## config.mk

```make
export PLATFORM = sky130hd
export DESIGN_NAME = melody_seq
export DESIGN_NICKNAME = d
export VERILOG_FILES = /design/src/rtl/melody_pkg.sv /design/src/rtl/tone_gen.sv /design/src/rtl/melody_seq.sv
export SDC_FILE = /design/constraint.sdc
export NUM_CORES = 1
export LEC_CHECK = 0
export BUFFER_PORTS_ARGS = -buffer_cell sky130_fd_sc_hd__buf_2
export CORE_MARGIN = 4
export CORE_UTILIZATION = 60
export CTS_CLUSTER_SIZE = 20
export DETAILED_ROUTE_END_ITERATION = 10
export HOLD_SLACK_MARGIN = 0.05
export PLACE_DENSITY_LB_ADDON = 0.3
export SLEW_MARGIN = 20
export SYNTH_ARGS = -nofsm -noshare
export SYNTH_HDL_FRONTEND = slang
export SYNTH_SLANG_ARGS = --single-unit
```

## constraint.sdc

```tcl
create_clock -name clk -period 5.35 [get_ports clk]
set_input_delay 0.8025 -clock clk [delete_from_list [all_inputs] [get_ports clk]]
set_output_delay 0.8025 -clock clk [all_outputs]
set_load 0.005 [all_outputs]
```

## src/rtl/melody_pkg.sv

```systemverilog
// Shared types and tone table for the melody sequencer.
// Holds the note width, FSM state enum and half-period lookup.
package melody_pkg;

  localparam int NOTE_W = 4;

  typedef enum logic [1:0] {
    IDLE,
    NOTE,
    GAP
  } state_t;

  // Half-period of each pitch in clk cycles; code 0 is a rest.
  function automatic logic [15:0] half_of(
    input logic [NOTE_W-1:0] n
  );
    logic [15:0] h;
    case (n)
      4'd1:    h = 16'd47778;
      4'd2:    h = 16'd42566;
      4'd3:    h = 16'd37922;
      4'd4:    h = 16'd35793;
      4'd5:    h = 16'd31888;
      4'd6:    h = 16'd28409;
      4'd7:    h = 16'd25310;
      4'd8:    h = 16'd23889;
      4'd9:    h = 16'd21283;
      4'd10:   h = 16'd18961;
      4'd11:   h = 16'd17897;
      4'd12:   h = 16'd15944;
      4'd13:   h = 16'd14205;
      4'd14:   h = 16'd12655;
      4'd15:   h = 16'd11945;
      default: h = 16'd0;
    endcase
    return h;
  endfunction

endpackage

```

## src/rtl/tone_gen.sv

```systemverilog
// Square-wave tone generator: clk, rst_n, note[3:0] in; beep out.
// Each half-period is half_of(note)+1 cycles, phase-reset on note change.
module tone_gen
  import melody_pkg::*;
(
  input  logic              clk,
  input  logic              rst_n,
  input  logic [NOTE_W-1:0] note,
  output logic              beep
);

  logic [NOTE_W-1:0] note_q;
  logic [15:0]       cnt;
  logic              beep_q;
  logic              chg;
  logic [15:0]       half;
  logic [15:0]       base;
  logic              lvl;

  // A changed note counts as cycle 0 of a fresh, low half-period.
  always_comb begin
    half = half_of(note);
    chg  = (note != note_q);
    base = chg ? 16'd0 : cnt;
    lvl  = chg ? 1'b0 : beep_q;
  end

  always_ff @(posedge clk or negedge rst_n) begin
    if (!rst_n) begin
      note_q <= '0;
      cnt    <= '0;
      beep_q <= 1'b0;
    end else begin
      note_q <= note;
      if (note == '0) begin
        cnt    <= '0;
        beep_q <= 1'b0;
      end else if (base == half) begin
        cnt    <= '0;
        beep_q <= ~lvl;
      end else begin
        cnt    <= base + 16'd1;
        beep_q <= lvl;
      end
    end
  end

  assign beep = beep_q & ~chg & (note != '0);

endmodule

```

## src/rtl/melody_seq.sv

```systemverilog
// Programmable melody sequencer: song table, NOTE/GAP FSM, tone output.
// In: wr_* table writes, song_len, start/stop/loop. Out: busy, done, cur_idx, note_out, beep.
module melody_seq
  import melody_pkg::*;
#(
  parameter  int DEPTH    = 64,
  parameter  int TICK_DIV = 5000000,
  parameter  int GAP_DIV  = 500000,
  parameter  int DUR_W    = 4,
  localparam int AW       = $clog2(DEPTH)
) (
  input  logic              clk,
  input  logic              rst_n,
  input  logic              wr_en,
  input  logic [AW-1:0]     wr_addr,
  input  logic [NOTE_W-1:0] wr_note,
  input  logic [DUR_W-1:0]  wr_dur,
  input  logic [AW:0]       song_len,
  input  logic              start,
  input  logic              stop,
  input  logic              loop,
  output logic              busy,
  output logic              done,
  output logic [AW-1:0]     cur_idx,
  output logic [NOTE_W-1:0] note_out,
  output logic              beep
);

  localparam int TW = (TICK_DIV > 1) ? $clog2(TICK_DIV) : 1;
  localparam int GW = (GAP_DIV > 1) ? $clog2(GAP_DIV) : 1;
  localparam logic [TW-1:0] TICK_LAST = TW'(TICK_DIV - 1);
  localparam logic [GW-1:0] GAP_LAST  = GW'(GAP_DIV - 1);

  logic [NOTE_W-1:0] tbl_note [DEPTH];
  logic [DUR_W-1:0]  tbl_dur  [DEPTH];

  state_t            state, state_n;
  logic [AW-1:0]     idx_n;
  logic [NOTE_W-1:0] note_n;
  logic [DUR_W-1:0]  dur_left, dur_n;
  logic [TW-1:0]     tick_cnt, tick_n;
  logic [GW-1:0]     gap_cnt, gap_n;
  logic [AW:0]       len, len_n;
  logic              done_n;
  logic              ld;
  logic [DUR_W-1:0]  ld_dur;
  logic [AW:0]       idx_p1;

  always_ff @(posedge clk) begin
    if (wr_en) begin
      tbl_note[wr_addr] <= wr_note;
      tbl_dur[wr_addr]  <= wr_dur;
    end
  end

  always_comb begin
    state_n = state;
    idx_n   = cur_idx;
    note_n  = note_out;
    dur_n   = dur_left;
    tick_n  = tick_cnt;
    gap_n   = gap_cnt;
    len_n   = len;
    done_n  = 1'b0;
    ld      = 1'b0;
    ld_dur  = '0;
    idx_p1  = {1'b0, cur_idx} + (AW+1)'(1);
    unique case (state)
      IDLE: begin
        if (start && !stop && song_len != '0) begin
          len_n   = song_len;
          idx_n   = '0;
          ld      = 1'b1;
          state_n = NOTE;
        end
      end
      NOTE: begin
        if (stop) begin
          state_n = IDLE;
        end else if (tick_cnt == TICK_LAST) begin
          tick_n = '0;
          if (dur_left == DUR_W'(1)) begin
            note_n  = '0;
            gap_n   = '0;
            state_n = GAP;
          end else begin
            dur_n = dur_left - DUR_W'(1);
          end
        end else begin
          tick_n = tick_cnt + TW'(1);
        end
      end
      GAP: begin
        if (stop) begin
          state_n = IDLE;
        end else if (gap_cnt == GAP_LAST) begin
          gap_n = '0;
          if (idx_p1 < len) begin
            idx_n   = cur_idx + AW'(1);
            ld      = 1'b1;
            state_n = NOTE;
          end else if (loop) begin
            idx_n   = '0;
            ld      = 1'b1;
            state_n = NOTE;
          end else begin
            done_n  = 1'b1;
            state_n = IDLE;
          end
        end else begin
          gap_n = gap_cnt + GW'(1);
        end
      end
      default: state_n = IDLE;
    endcase
    // Abort clears everything back to an idle, silent state.
    if (stop && state != IDLE) begin
      idx_n  = '0;
      note_n = '0;
      dur_n  = '0;
      tick_n = '0;
      gap_n  = '0;
    end
    if (ld) begin
      ld_dur = tbl_dur[idx_n];
      note_n = tbl_note[idx_n];
      dur_n  = (ld_dur == '0) ? DUR_W'(1) : ld_dur;
      tick_n = '0;
      gap_n  = '0;
    end
  end

  always_ff @(posedge clk or negedge rst_n) begin
    if (!rst_n) begin
      state    <= IDLE;
      cur_idx  <= '0;
      note_out <= '0;
      dur_left <= '0;
      tick_cnt <= '0;
      gap_cnt  <= '0;
      len      <= '0;
      done     <= 1'b0;
    end else begin
      state    <= state_n;
      cur_idx  <= idx_n;
      note_out <= note_n;
      dur_left <= dur_n;
      tick_cnt <= tick_n;
      gap_cnt  <= gap_n;
      len      <= len_n;
      done     <= done_n;
    end
  end

  assign busy = (state != IDLE);

  tone_gen u_tone (
    .clk   (clk),
    .rst_n (rst_n),
    .note  (note_out),
    .beep  (beep)
  );

endmodule

```

* After elaboration in Yosys (flattened, before gate mapping)
Memory sizes are Yosys's and may differ from the RTL's. Index checks and enable logic that the tools add are counted.
Cells by class: $lt $le $gt $ge 1, reduce and logical (&&, ||, !) cells 20, bitwise logic cells 4, $add $sub $neg 6, $mul 0, div/mod/pow operators 0, equal/unequal tests 17, multiplexer cells 61, shift operators 0
Operators by type and width (number):
- 19-bit two-way mux | 7
- 23-bit two-way mux | 5
- 4-bit two-way mux | 13
- 16-bit two-way mux | 3
- 19-bit one-hot mux with 2 select lines | 1
- 6-bit two-way mux | 6
- 23-bit by 1-bit adder with 23-bit output (second input constant) | 1
- 23-bit == test (second input constant) | 1
- 19-bit by 1-bit adder with 19-bit output (second input constant) | 1
- 19-bit == test (second input constant) | 1
- 1-bit two-way mux | 17
- 16-bit by 1-bit adder with 16-bit output (second input constant) | 1
- 16-bit == test | 1
- 4-bit != test (second input constant) | 4
- 2-bit two-way mux | 6
- 6-bit one-hot mux with 2 select lines | 1
- 4-bit AND reduction | 3
- 3-bit != test (second input constant) | 3
- 3-bit nonzero test | 3
- 4-bit zero test | 2
- 4-bit nonzero test | 2
- 6-bit by 1-bit adder with 7-bit output (second input constant) | 1
- 7-bit < comparator | 1
- 7-bit nonzero test | 1
- other kinds (19) | 24
Storage, ports and cells: memory bits (writable) 512, ROM bits 256, latch bits 0, logic and storage cells 123, memories kept 3, bits in registers 87, input port bits 27
Memories:
- (no name shown) | depth 16, bits a word 16, read ports 1, clocked after memory_dff 0, write ports 0, line melody_pkg.sv:18 | case (n)
- tbl_dur | depth 64, bits a word 4, read ports 1, clocked after memory_dff 0, write ports 1, line melody_seq.sv:35 | logic [DUR_W-1:0] tbl_dur [DEPTH];
- tbl_note | depth 64, bits a word 4, read ports 1, clocked after memory_dff 0, write ports 1, line melody_seq.sv:34 | logic [NOTE_W-1:0] tbl_note [DEPTH];

* Depth between registers and ports, before layout
An unclocked memory read counts as a cell.
depth in word-level cells 11, mapped depth 22, gate-level depth less buffers 18

* Hierarchy
A second synthesis with hierarchy kept.
Unflattened totals: cell total of the unflattened synthesis 2197, area, all modules 26854.5 µm²
Modules (own cells, without submodules):
- melody_seq | instances 1, cells an instance 1976, area an instance 24797.5 µm²
- tone_gen | instances 1, cells an instance 221, area an instance 2057.0 µm²

* Worst setup path after synthesis
Ideal clock, no wire load.
path type reg-to-reg, from reg cur_idx[0], to reg dur_left[0], slack 1.631 ns, cell stages (with the launch flop) 21, data required time 5.208 ns, library setup time 0.142 ns, arrival time 3.577 ns, cells stage by stage dfrtp_1 -> ha_1 -> nand3_1 -> xnor2_1 -> ha_1 -> a211oi_1 -> nor2_1 -> a211oi_4 -> nand4b_1 -> a21o_1 -> buf_6 -> inv_4 -> buf_6 -> buf_2 -> mux2i_1 -> mux2i_1 -> a32oi_1 -> o22ai_1 -> nand4b_1 -> o21ai_1 -> o311ai_2
Between the ends: cells in the longest elaborated chain, start to end 11
Ends and longest elaborated chain:
- start, declared | line melody_seq.sv:24 | output logic [AW-1:0] cur_idx,
- start signal, assigned | line melody_seq.sv:145 | cur_idx <= idx_n;
- 6-bit by 1-bit adder with 7-bit output | line melody_seq.sv:67 | idx_p1 = {1'b0, cur_idx} + (AW+1)'(1);
- 7-bit < comparator | line melody_seq.sv:98 | if (idx_p1 < len) begin
- 6-bit two-way mux | line melody_seq.sv:98
- 6-bit two-way mux | line melody_seq.sv:96 | end else if (gap_cnt == GAP_LAST) begin
- 6-bit two-way mux | line melody_seq.sv:94 | if (stop) begin
- 6-bit one-hot mux with 2 select lines | line melody_seq.sv:68 | unique case (state)
- 6-bit two-way mux | line melody_seq.sv:117 | if (stop && state != IDLE) begin
- memory 64 x 4 bit
- 4-bit zero test | line melody_seq.sv:127 | dur_n = (ld_dur == '0) ? DUR_W'(1) : ld_dur;
- 4-bit two-way mux | line melody_seq.sv:127
- 4-bit two-way mux | line melody_seq.sv:124 | if (ld) begin
- end signal, assigned | line melody_seq.sv:147 | dur_left <= dur_n;
- end, declared | line melody_seq.sv:40 | logic [DUR_W-1:0] dur_left, dur_n;
Parallel ways exist; a longest one is shown, timed or not. A chain may end at the register's enable or synchronous reset.

* Worst setup path in the final report
Ends and elaborated chain as after synthesis.

==> run metrics <==
endpoints failing setup 0; CP endpoint kind register; Cell Area, Placed 0.0268 mm2; Worst slew margin 27.8%; syn_nets 2295; Max Clock Skew roughly 23 ps; row cnt 76; TritonRoute pass-1 iters 7; H-tree Lvls 2; CTS tree built; setup bufs post-CTS 0; Final #Nets 2297; Leak 9.99 nW; vias in the first global route roughly 17000; IO Pins 40; Mean Syn Cell Area 11.6 um2; Skew-Pair Late Insertion Delay 630 ps; cts repair resizes 0; routed vias/inst 6.31; Remaining DRCs 0; Total GRT Usage between 20% and 30%; WP data required just under 6000 ps; RSZ-0062 raised after global routing false; Yosys reg bits 599; Die X 217 um; core area 0.0431 mm2; Post-Synth Simple-Gate Area 17.1%; port bufs 39; Seq/Total Area, Yosys between 60% and 70%; mux share of post-synthesis cell area roughly 2.3%; Synth warnings 0; DRT antenna net count 0; sum of negative setup slack 0 ps; crit path launch type register; final hold vios 0; post-DP HPWL approximately 40000 um; # diodes 0; FMAX 197 MHz; mapped cell area roughly 0.026 mm2; share of cells above drive strength 1 8.19%; WL per Instance 22.9 um; maxcap violations 0; first-pass GRT wire length 101000 um; initial antenna violation count 1; CTS sink count 599; Async S/R FF share, synth 14.5%; Min Clock Period, post-route 5090 ps; routed via count 18200; WL final between 60000 and 70000 um; hold crit path type input port to async pin; CTS Buf Count 57; synthesized instance count approximately 2200; Synth Area in Adders 1.05%; Clock Pin Slew Worst Setup and Hold Paths 60 ps; Max FO, Critical Path 31; die area roughly 0.047 mm2; Synth-to-Final Area Change 9.72%; Final Cycle Share 95.1%; Initial Util 60.7%; Root Buffer clkbuf_16; hold_buf cts 0; total grt overflow 0; Initial DRC Count 2847; fraction of synthesized cell area in xor and xnor cells 1.58%; Max Slew Vio Count 0; slew of the pin with the lowest slew margin roughly 1100 ps; kind of critical path register to register; Fill cells 3128; Post-synth EDFFs 512; largest family of logic cells by synthesized area simple AND/OR/NAND/NOR gates; power per cell area 364 mW/mm2; GPL Wtd Cong 0.939; Post-synth top flop edfxtp_1; outcome completed; arrival time at the worst endpoint 5610 ps; Clock Path Buffers 3; Vert. Die Dim 217 um; Synth Area in Compound Gates 8.07%; maximum VDD drop 310 uV; Post-Layout Inst Area between 0.02 and 0.03 mm2; largest net degree at the start of global routing ~110; Distinct cells, synth 71
[sequential cells by signal, indices dropped and copies added, names as in the netlist]
register       flops
done               1
tick_cnt          23
tbl_dur          256
note_out           4
cur_idx            6
u_tone.beep_q      1
dur_left           4
u_tone.cnt        16
state              2
u_tone.note_q      4
gap_cnt           19
tbl_note         256
len                7
[power by group]
group	switching (mW)	leakage, nW	internal [mW]
combinational	0.773	3.31	0.395
sequential	0.137	5.80	5.18
clock	1.78	0.879	2.18
[cell usage after synthesis (26+ instances only)]
cell type	instances	area share, %
a21oi_1	118	2.3
nand3_1	221	4.2
nor2_1	175	2.5
dfrtp_1	87	8.3
edfxtp_1	512	59
mux2i_1	57	2.2
clkbuf_1	58	0.83
nand2_1	485	7.0
o21ai_0	80	1.5
inv_1	29	0.42
buf_2	38	0.73
xor2_1	26	0.87
[cell usage in the layout (no fill, tap or decap), drive strengths merged, types with 4 or more instances in the layout]
cell,netlist,final
a211oi,13,13
buf,71,72
a32oi,10,10
ha,22,22
o21ai,82,82
clkinvlp,0,9
o22ai,14,14
edfxtp,512,512
dfrtp,87,87
o211ai,24,24
and3,24,24
nor2,175,175
nand2b,6,6
nor2b,6,6
clkinv,0,26
clkbuf,58,69
a21oi,119,119
nand3b,9,9
xor2,26,26
mux2i,57,57
nand2,485,485
a31oi,18,18
nor4,9,9
inv,34,34
nand4,21,21
or3,5,5
nand3,221,221
and2,14,14
xnor2,21,21
a2111oi,5,5
a211o,8,8
o31ai,6,6
a22oi,8,8
a221oi,4,4
nor3,22,22
[worst max-delay path, stage by stage, from the launching register on]
cell and delay (ps):
dfrtp_1 470, ha_1 270, nand3_1 110, xnor2_1 230, ha_1 290, a211oi_1 230
nor2_1 110, a211oi_4 310, nand2_1 210, o22ai_4 700, buf_4 470, nand3_1 110
a221oi_1 760, nand3_1 320, nand4b_1 190, o21ai_1 110, o311ai_2 100
[kinds of logic after synthesis]
logic type | count (synthesis)
buffers and inverters | 163
muxes | 60
and+or+nand+nor | 1016
AOI/OAI and AO/OA | 339
xor gates and xnor gates | 47
adders and majority gates | 22
DFF | 599
[through the flow]
stage | setup WS, ps | instances | hold WS [ps] | total power, mW | utilization (%)
3_3_place_gp | 676 | 2774 | 471 | 6.52 | 62.3
4_1_cts | 520 | 2881 | 85.5 | 10.5 | 66.5
6_report | 264 | 2881 | 90.8 | 10.4 | 66.5
5_1_grt | 122 | 2881 | 94.8 | 10.8 | 66.5
2_1_floorplan | 1630 | 2246 | 394 | 6.18 | -
3_5_place_dp | 552 | 2774 | 487 | 6.56 | 62.3
[routing by layer]
layer	vias up	global-route usage [%]	share of wire (%)
met5	-	0	0.011
met4	2	8.11	3.2
met3	172	7.71	12
met2	1090	42.4	46
met1	8765	39.4	39
li1	8140	-	-
[final cells by class]
cell class,count,area [um2],area share [%]
sequential,599,17600,61.2
multi-input combinational,1484,7890,27.5
clock buffer,69,1520,5.31
tap,585,732,2.55
timing repair buffer,72,518,1.81
clock inverter,38,315,1.10
inverter,34,135,0.471
[final timing paths]
check | cells after the start | end | slack [ps] | from
min reg2reg | 1 | tick_cnt[3] | 500 | tick_cnt[3]
max | 16 | dur_left[0] | 260 | cur_idx[0]
max in group asynchronous | 2 | state[0] | 4110 | rst_n
min | 1 | gap_cnt[15] | 90 | rst_n
max reg2reg | 16 | dur_left[0] | 260 | cur_idx[0]
min in group clk | 3 | len[1] | 410 | song_len[1]
No activity file was read; power rests on OpenSTA's default activity.
